==> src/rtl/rr3_arbiter_pkg.sv <==
// rr3_arbiter_pkg
//   Shared definitions for the three-requester round-robin arbiter:
//   FSM state encoding, mod-3 pointer constants, requester count and
//   the combinational search / pointer-advance helpers.
package rr3_arbiter_pkg;

  localparam int unsigned N_REQ = 3;

  typedef enum logic {
    IDLE  = 1'b0,
    GRANT = 1'b1
  } state_t;

  localparam logic [1:0] P0 = 2'd0;
  localparam logic [1:0] P1 = 2'd1;
  localparam logic [1:0] P2 = 2'd2;

  // First set request searching ptr, ptr+1, ptr+2 (mod 3); returns a
  // one-hot grant or zero. The illegal pointer 2'b11 falls into the
  // default arm and therefore searches like P0.
  function automatic logic [N_REQ-1:0] rr_pick(input logic [N_REQ-1:0] r,
                                               input logic [1:0]       p);
    logic [N_REQ-1:0] g;
    g = '0;
    case (p)
      P1: begin
        if      (r[1]) g = 3'b010;
        else if (r[2]) g = 3'b100;
        else if (r[0]) g = 3'b001;
      end
      P2: begin
        if      (r[2]) g = 3'b100;
        else if (r[0]) g = 3'b001;
        else if (r[1]) g = 3'b010;
      end
      default: begin
        if      (r[0]) g = 3'b001;
        else if (r[1]) g = 3'b010;
        else if (r[2]) g = 3'b100;
      end
    endcase
    return g;
  endfunction

  // Pointer value after granting requester k: (k+1) mod 3.
  function automatic logic [1:0] ptr_after(input logic [N_REQ-1:0] g);
    logic [1:0] p;
    case (g)
      3'b010:  p = P2;
      3'b100:  p = P0;
      default: p = P1;
    endcase
    return p;
  endfunction

endpackage

==> src/rtl/rr3_arbiter_ptr.sv <==
// rr3_ptr
//   Registered mod-3 priority pointer.
//   i_clk      : clock, rising edge
//   i_reset_n  : synchronous active-low reset (pointer -> 0)
//   i_load     : load i_load_val this edge
//   i_load_val : next pointer value (0..2)
//   o_value    : registered pointer
//   An illegal value 2'b11 is forced back to 0 on the next edge when
//   no load is pending.
module rr3_ptr
  import rr3_arbiter_pkg::*;
(
  input  logic       i_clk,
  input  logic       i_reset_n,
  input  logic       i_load,
  input  logic [1:0] i_load_val,
  output logic [1:0] o_value
);

  logic [1:0] r_val;

  always_ff @(posedge i_clk) begin
    if (!i_reset_n) begin
      r_val <= P0;
    end else if (i_load) begin
      r_val <= i_load_val;
    end else if (r_val == 2'b11) begin
      r_val <= P0;
    end
  end

  assign o_value = r_val;

endmodule

==> src/rtl/rr3_arbiter.sv <==
// rr3_arbiter
//   Three-requester round-robin arbiter with registered one-hot grant.
//   Parameter HOLD_MAX (1..255): maximum grant hold in cycles, only
//   used when the macro RR3_TIMEOUT_EN is defined.
//   clk     : clock, rising edge
//   reset_n : synchronous active-low reset
//   req     : level-sensitive requests, bit k = requester k
//   done    : release strobe from the current holder
//   gnt     : registered grant, one-hot or zero
//   busy    : |gnt
//   ptr     : registered mod-3 priority pointer
//   timeout : one-cycle pulse when a grant is revoked by the hold limit
//   Build option: define RR3_TIMEOUT_EN to add the 8-bit hold counter;
//   otherwise grants are held until done and timeout is tied low.
module rr3_arbiter
  import rr3_arbiter_pkg::*;
#(
  parameter int unsigned HOLD_MAX = 15
) (
  input  logic             clk,
  input  logic             reset_n,
  input  logic [N_REQ-1:0] req,
  input  logic             done,
  output logic [N_REQ-1:0] gnt,
  output logic             busy,
  output logic [1:0]       ptr,
  output logic             timeout
);

  if (HOLD_MAX < 1 || HOLD_MAX > 255) begin : g_bad_hold_max
    $error("rr3_arbiter: HOLD_MAX must be in 1..255");
  end

  state_t           r_state;
  logic [N_REQ-1:0] r_gnt;
  logic [N_REQ-1:0] w_pick;
  logic [1:0]       w_ptr;
  logic             w_arb;
  logic             w_load;
  logic             w_expire;

  // Arbitrate in IDLE, on release, or on hold-limit expiry; release and
  // expiry both re-search from the pointer updated at the last grant.
  assign w_pick = rr_pick(req, w_ptr);
  assign w_arb  = (r_state == IDLE) || done || w_expire;
  assign w_load = w_arb && (|w_pick);

  rr3_ptr u_ptr (
    .i_clk      (clk),
    .i_reset_n  (reset_n),
    .i_load     (w_load),
    .i_load_val (ptr_after(w_pick)),
    .o_value    (w_ptr)
  );

  always_ff @(posedge clk) begin
    if (!reset_n) begin
      r_state <= IDLE;
      r_gnt   <= '0;
    end else if (w_arb) begin
      if (|w_pick) begin
        r_state <= GRANT;
        r_gnt   <= w_pick;
      end else begin
        r_state <= IDLE;
        r_gnt   <= '0;
      end
    end
  end

`ifdef RR3_TIMEOUT_EN
  localparam logic [7:0] L_HOLD_LAST = 8'(HOLD_MAX - 1);

  logic [7:0] r_hold;
  logic       r_timeout;

  // done in the expiry cycle wins: it is a normal release, no pulse.
  assign w_expire = (r_state == GRANT) && !done && (r_hold == L_HOLD_LAST);

  always_ff @(posedge clk) begin
    if (!reset_n) begin
      r_hold    <= '0;
      r_timeout <= 1'b0;
    end else begin
      r_timeout <= w_expire;
      if (w_arb) begin
        r_hold <= '0;
      end else begin
        r_hold <= r_hold + 8'd1;
      end
    end
  end

  assign timeout = r_timeout;
`else
  assign w_expire = 1'b0;
  assign timeout  = 1'b0;
`endif

  assign gnt  = r_gnt;
  assign busy = |r_gnt;
  assign ptr  = w_ptr;

endmodule

==> config.mk <==
export PLATFORM = sky130hd
export DESIGN_NAME = rr3_arbiter
export DESIGN_NICKNAME = d
export VERILOG_FILES = /design/src/rtl/rr3_arbiter_pkg.sv /design/src/rtl/rr3_arbiter_ptr.sv /design/src/rtl/rr3_arbiter.sv
export SDC_FILE = /design/constraint.sdc
export NUM_CORES = 1
export LEC_CHECK = 0
export CAP_MARGIN = 25
export CORE_AREA = 10 10 47 49
export CTS_BUF_LIST = sky130_fd_sc_hd__clkbuf_16
export CTS_CLUSTER_SIZE = 40
export DETAILED_ROUTE_END_ITERATION = 10
export DIE_AREA = 0 0 57 59
export PLACE_DENSITY = 0.53
export SKIP_CTS_REPAIR_TIMING = 1
export SYNTH_ARGS = -nofsm -noshare
export SYNTH_HDL_FRONTEND = slang
export SYNTH_SLANG_ARGS = --single-unit
==> constraint.sdc <==
create_clock -name clk -period 1.85 [get_ports clk]
set_clock_uncertainty 0.2 [all_clocks]
set_input_delay 0.37 -clock clk [delete_from_list [all_inputs] [get_ports clk]]
set_output_delay 0.37 -clock clk [all_outputs]
set_load 0.03 [all_outputs]
# Word-level counts from Yosys, hierarchy flattened
# Index checks and enable logic that the tools add are counted.
# totals
wordCells	29
output_inout_bits	7
reg_bits	6
input_bits	6
# classes
n_reduce_logical	5
n_bitwise	1
n_eq_ne	5
muxes	15
# ops
cell	count
two-way mux 3 bit	7
two-way mux 2 bit	4
case mux 3 bit (2 select lines)	1
OR reduction 3 bit	2
equality test 2 bit (second input constant)	2
case mux 2 bit (2 select lines)	1
equality test 3 x 2 -> 1 bit (second input constant)	1
equality test 3 bit (second input constant)	1
equality test 2 x 1 -> 1 bit (second input constant)	1
two-way mux 1 bit	2
nonzero test 2 bit	1
logical AND 1 bit	1
logical OR 1 bit	1
NOT 1 bit	1

# Logic depth before layout (Yosys ltp)
# logic_depth
depth_word	7
mapped_depth	6
ltp_nobuf	6

# Hierarchy
# A second synthesis with hierarchy kept.
# hier_totals
cells_unflattened	50
area_unflattened_um2	415.4
# by_module_without_submodules
module	cells_each	n_inst	seq_area_each_um2	area_per_inst_um2
rr3_arbiter	44	1	80.1	335.3
rr3_ptr	6	1	40.0	80.1

# Worst setup path after synthesis
# No wires, ideal clock.
# synth_timing
path_kind	reg2reg
from	reg u_ptr.r_val[0], in the netlist u_ptr.o_value[0]
to	reg u_ptr.r_val[0], in the netlist u_ptr.o_value[0]
path_slack_ns	-0.034
arrival_time_ns	1.570
synth_period_minus_slack_ns	1.884
n_path_buf	0
path_stages_with_launch	6
cell_sequence	dfxtp_1 inv_1 ha_1 o311ai_4 a21oi_1 o21a_1
# synth_via
elab_chain_cells	5
elab_cells_between_ends	11
classes_between	eq/ne: 5; mux: 3; reduce/logical: 3
# synth_lines
item	line	text
from (decl)	rr3_arbiter_ptr.sv:20	logic [1:0] r_val;
from (signal assigned)	rr3_arbiter_ptr.sv:26	r_val <= i_load_val;
equality test 2 bit / equality test 2 x 1 -> 1 bit (equally long branches)	rr3_arbiter_pkg.sv:25	case (p)
case mux 3 bit (2 select lines)	rr3_arbiter_pkg.sv:25	
equality test 3 bit, or another cell as far along	rr3_arbiter_pkg.sv:48	case (g)
case mux 2 bit (2 select lines) / logical AND 1 bit (equally long branches)	rr3_arbiter_pkg.sv:48, rr3_arbiter.sv:46	
two-way mux 2 bit / nonzero test 2 bit (equally long branches)	--	
# Parallel ways exist; a longest one is shown, timed or not.
# A chain may end at the register's enable or synchronous reset.

# Final worst setup path
# layout_timing
from	reg r_gnt[1], in the netlist gnt[1]
to	out gnt[1]
# layout_rtl
item	line	text
from (decl)	rr3_arbiter.sv:35	logic [N_REQ-1:0] r_gnt;
from (signal assigned)	rr3_arbiter.sv:63	r_gnt <= w_pick;
to (decl)	rr3_arbiter.sv:24	output logic [N_REQ-1:0] gnt,
# No word-level cell between the ends.

==> reports/metrics.cfg <==
[sta]
period_share_pct=97.2
period_needed_ns=1.80
setup_viol=0
final_max_slew_viol_count=0
setup_tns_ns=0
timing.fmax_mhz=556
hold_viol=0
fin_ws_ns=0.0509

[clock_network]
h-tree-depth=1
clock-sinks=6
max-clock-path-buffers=2
clk_latency_ns=0.23
cts-root-buf=clkbuf_16
cts_made_buffers=3
cts_tree=built
cts.reportedPaths.clkPinSlew_ns=0.04

[logic_synthesis]
yosys-top-cells-area=dfxtp_1, ha_1, o311ai_4, nand2b_1, nand2_1
synthMuxAreaShare_pct=0
synth_seq_area_share_pct=29.2
synth_adder_area_share_pct=9.12
syn_nets=57
syn_area_um2=412
synth_top_family_by_area=simple AND/OR/NAND/NOR gates
syn_area_per_cell_um2=8.58
synth_area_leader_cell=dfxtp_1
syn-instance-count=48
yosys_warnings=0
synth.distinct_cells=26
ys_ff_latch=6
yosys.area_share.simple_pct=28.3
synthXorXnorAreaFrac_pct=0
synth-compound-area-share_pct=28.0
synth_top_area_share_pct=29.2

[placement]
dp_hpwl_um=798
placedCellCount=78
place_ws_ns=0.00395
port_buffers=11
place_area_um2=566
gp_congestion=0.738

[worst_setup_path]
cp_cell_sequence=clkdlybuf4s50_1
worst-setup-path-type=register to output pin
reg2reg_depth=6
crit_required_ns=1.28
cp.depth=1
cp_max_fo=3
cpPeakStageDelay_ns=0.68
start_kind=register
crit_family=buffers and inverters
path_buf_inv=1
reg2reg_to=u_ptr.o_value[0]$_SDFFE_PN0P_
critPathSlowestCell=clkdlybuf4s50_1
r2r-start=u_ptr.o_value[1]$_SDFFE_PN0P_
r2r_setup_slack_ns=0.18
endpoint_kind=output pin
crit_arrival_ns=1.23

[route]
drtIter0Drc=2
drtPass1Iterations=2
routed_wl_mm=1.01
avgRoutedWirePerCell_um=12.5
drc=0
drtAntennaViolNets=0
dr_total_vias=388
vias_per_cell=4.79

[floorplanning]
die_x_um=57
rows=14
coreArea_mm2=0.00140
chipHeight_um=59
start_util_pct=29.4
io_pins=13
die-area_mm2=0.00336

[layout]
num_antenna_cells=0
layout-drive-gt1-share_pct=18.5
final_area_um2=656
synthToLayoutAreaGrowth_pct=59.3
final_nets=76
n_fill_cell=148
fin_cells=81

[min_path]
min_from=gnt[2]$_SDFFE_PN0P_
hold_class=register to register
hold_end=gnt[2]$_SDFFE_PN0P_
holdPathStages=2

[power]
p_per_area_mw_per_mm2=1070
peakVddDrop_mv=0.656
static-leakage-power_nw=0.329

[run]
drv_cap=0

[global_routing]
grt_start_max_net_pins=8
grt_usage_pct=6.97
grt_pass1_wl_mm=1.68
grt_pass1_vias=363
gr-total-overflow=0
grt_antenna_before_repair=0

[status]
status=finished, final reports clean

## cell usage after synthesis
library cell	number
o21ai_0	1
or3_1	1
a21oi_1	2
inv_1	2
a31oi_1	1
and2b_1	2
o311ai_4	1
o22ai_1	1
conb_1	1
o211ai_1	1
and2_1	2
o21a_1	2
dfxtp_1	6
nor2_1	1
nor2b_1	2
ha_1	3
buf_4	1
nand4_1	2
inv_2	1
nand2_1	5
nand2b_1	4
a21boi_0	1
a211oi_1	1
a21o_1	1
nor3_1	2
o311ai_2	1
## layout make-up
type	instances	area, µm²	area share, %
Clock buffer	3	75.1	11.5
Inverter	3	11.3	1.72
Tap cell	16	20.0	3.05
Multi-Input combinational cell	38	275	42.0
Timing Repair Buffer	15	153	23.3
Sequential cell	6	121	18.5
## routing by layer
| metal | GRT usage [%] | wire length [µm] |
|---|---|---|
| met2 | 9.46 | 461 |
| met5 | 0 | 0 |
| met3 | 6.01 | 113 |
| met1 | 6.44 | 402 |
| met4 | 6.04 | 34 |
## layout by cell type, fill, tap and decap left out, drive strengths merged, types with 2 or more instances in the layout
| cell type | Yosys | layout |
|---|---|---|
| o21a | 2 | 2 |
| nand2b | 4 | 4 |
| nor3 | 2 | 2 |
| buf | 1 | 4 |
| inv | 3 | 3 |
| ha | 3 | 3 |
| nand2 | 5 | 5 |
| clkbuf | 0 | 3 |
| nor2b | 2 | 2 |
| dlymetal6s2s | 0 | 5 |
| a21oi | 2 | 2 |
| clkdlybuf4s50 | 0 | 6 |
| nand4 | 2 | 2 |
| and2 | 2 | 2 |
| o311ai | 2 | 2 |
| and2b | 2 | 2 |
| dfxtp | 6 | 6 |
## power by group
part | switching (mW) | total, mW | internal, mW
Combinational | 0.100 | 0.194 | 0.0941
Sequential | 0.00929 | 0.154 | 0.145
Clock | 0.0766 | 0.354 | 0.278
Total | 0.186 | 0.702 | 0.516
## through the flow
step / total power, mW / hold WS (ns) / utilization, %
finish: 0.702 / 0.274 / 46.8
CTS: 0.715 / 0.283 / 45.7
detailed placement: 0.353 / 0.279 / 40.4
global placement: 0.353 / 0.269 / 40.4
global route: 0.738 / 0.336 / 46.8
floorplan: 0.279 / 0.288 / -
## worst register-to-register path: stages (launching register included)
cell and delay [ns]:
dfxtp_1 0.38, inv_1 0.06, ha_1 0.22, nor2b_1 0.17, o311ai_4 0.25, a21oi_1 0.10
o21a_1 0.18
## cell families (layout without fill, tap and decap cells)
family | Yosys count | after routing
other | 1 | 1
AND/OR/NAND/NOR | 21 | 21
adder cells (fa/ha/maj) | 3 | 3
buffers and inverters | 4 | 21
flip-flops | 6 | 6
AO/OA/AOI/OAI | 13 | 13
## worst max-delay path by stage
stage | slack, ns | end | start
2_1_floorplan | 0.06 | u_ptr.o_value[0]$_SDFFE_PN0P_ | u_ptr.o_value[1]$_SDFFE_PN0P_
3_3_place_gp | 0.002 | u_ptr.o_value[0]$_SDFFE_PN0P_ | req[0]
3_5_place_dp | 0.004 | u_ptr.o_value[0]$_SDFFE_PN0P_ | req[0]
4_1_cts | -0.20 | busy | gnt[0]$_SDFFE_PN0P_
5_1_grt | -0.0001 | gnt[1] | gnt[1]$_SDFFE_PN0P_
6_report | 0.05 | gnt[1] | gnt[1]$_SDFFE_PN0P_
## state kept, by name (all words and copies together), names as in the netlist
register / flops
gnt: 3
r_state: 1
u_ptr.o_value: 2
Note: power is estimated with default switching activity, not from simulation.
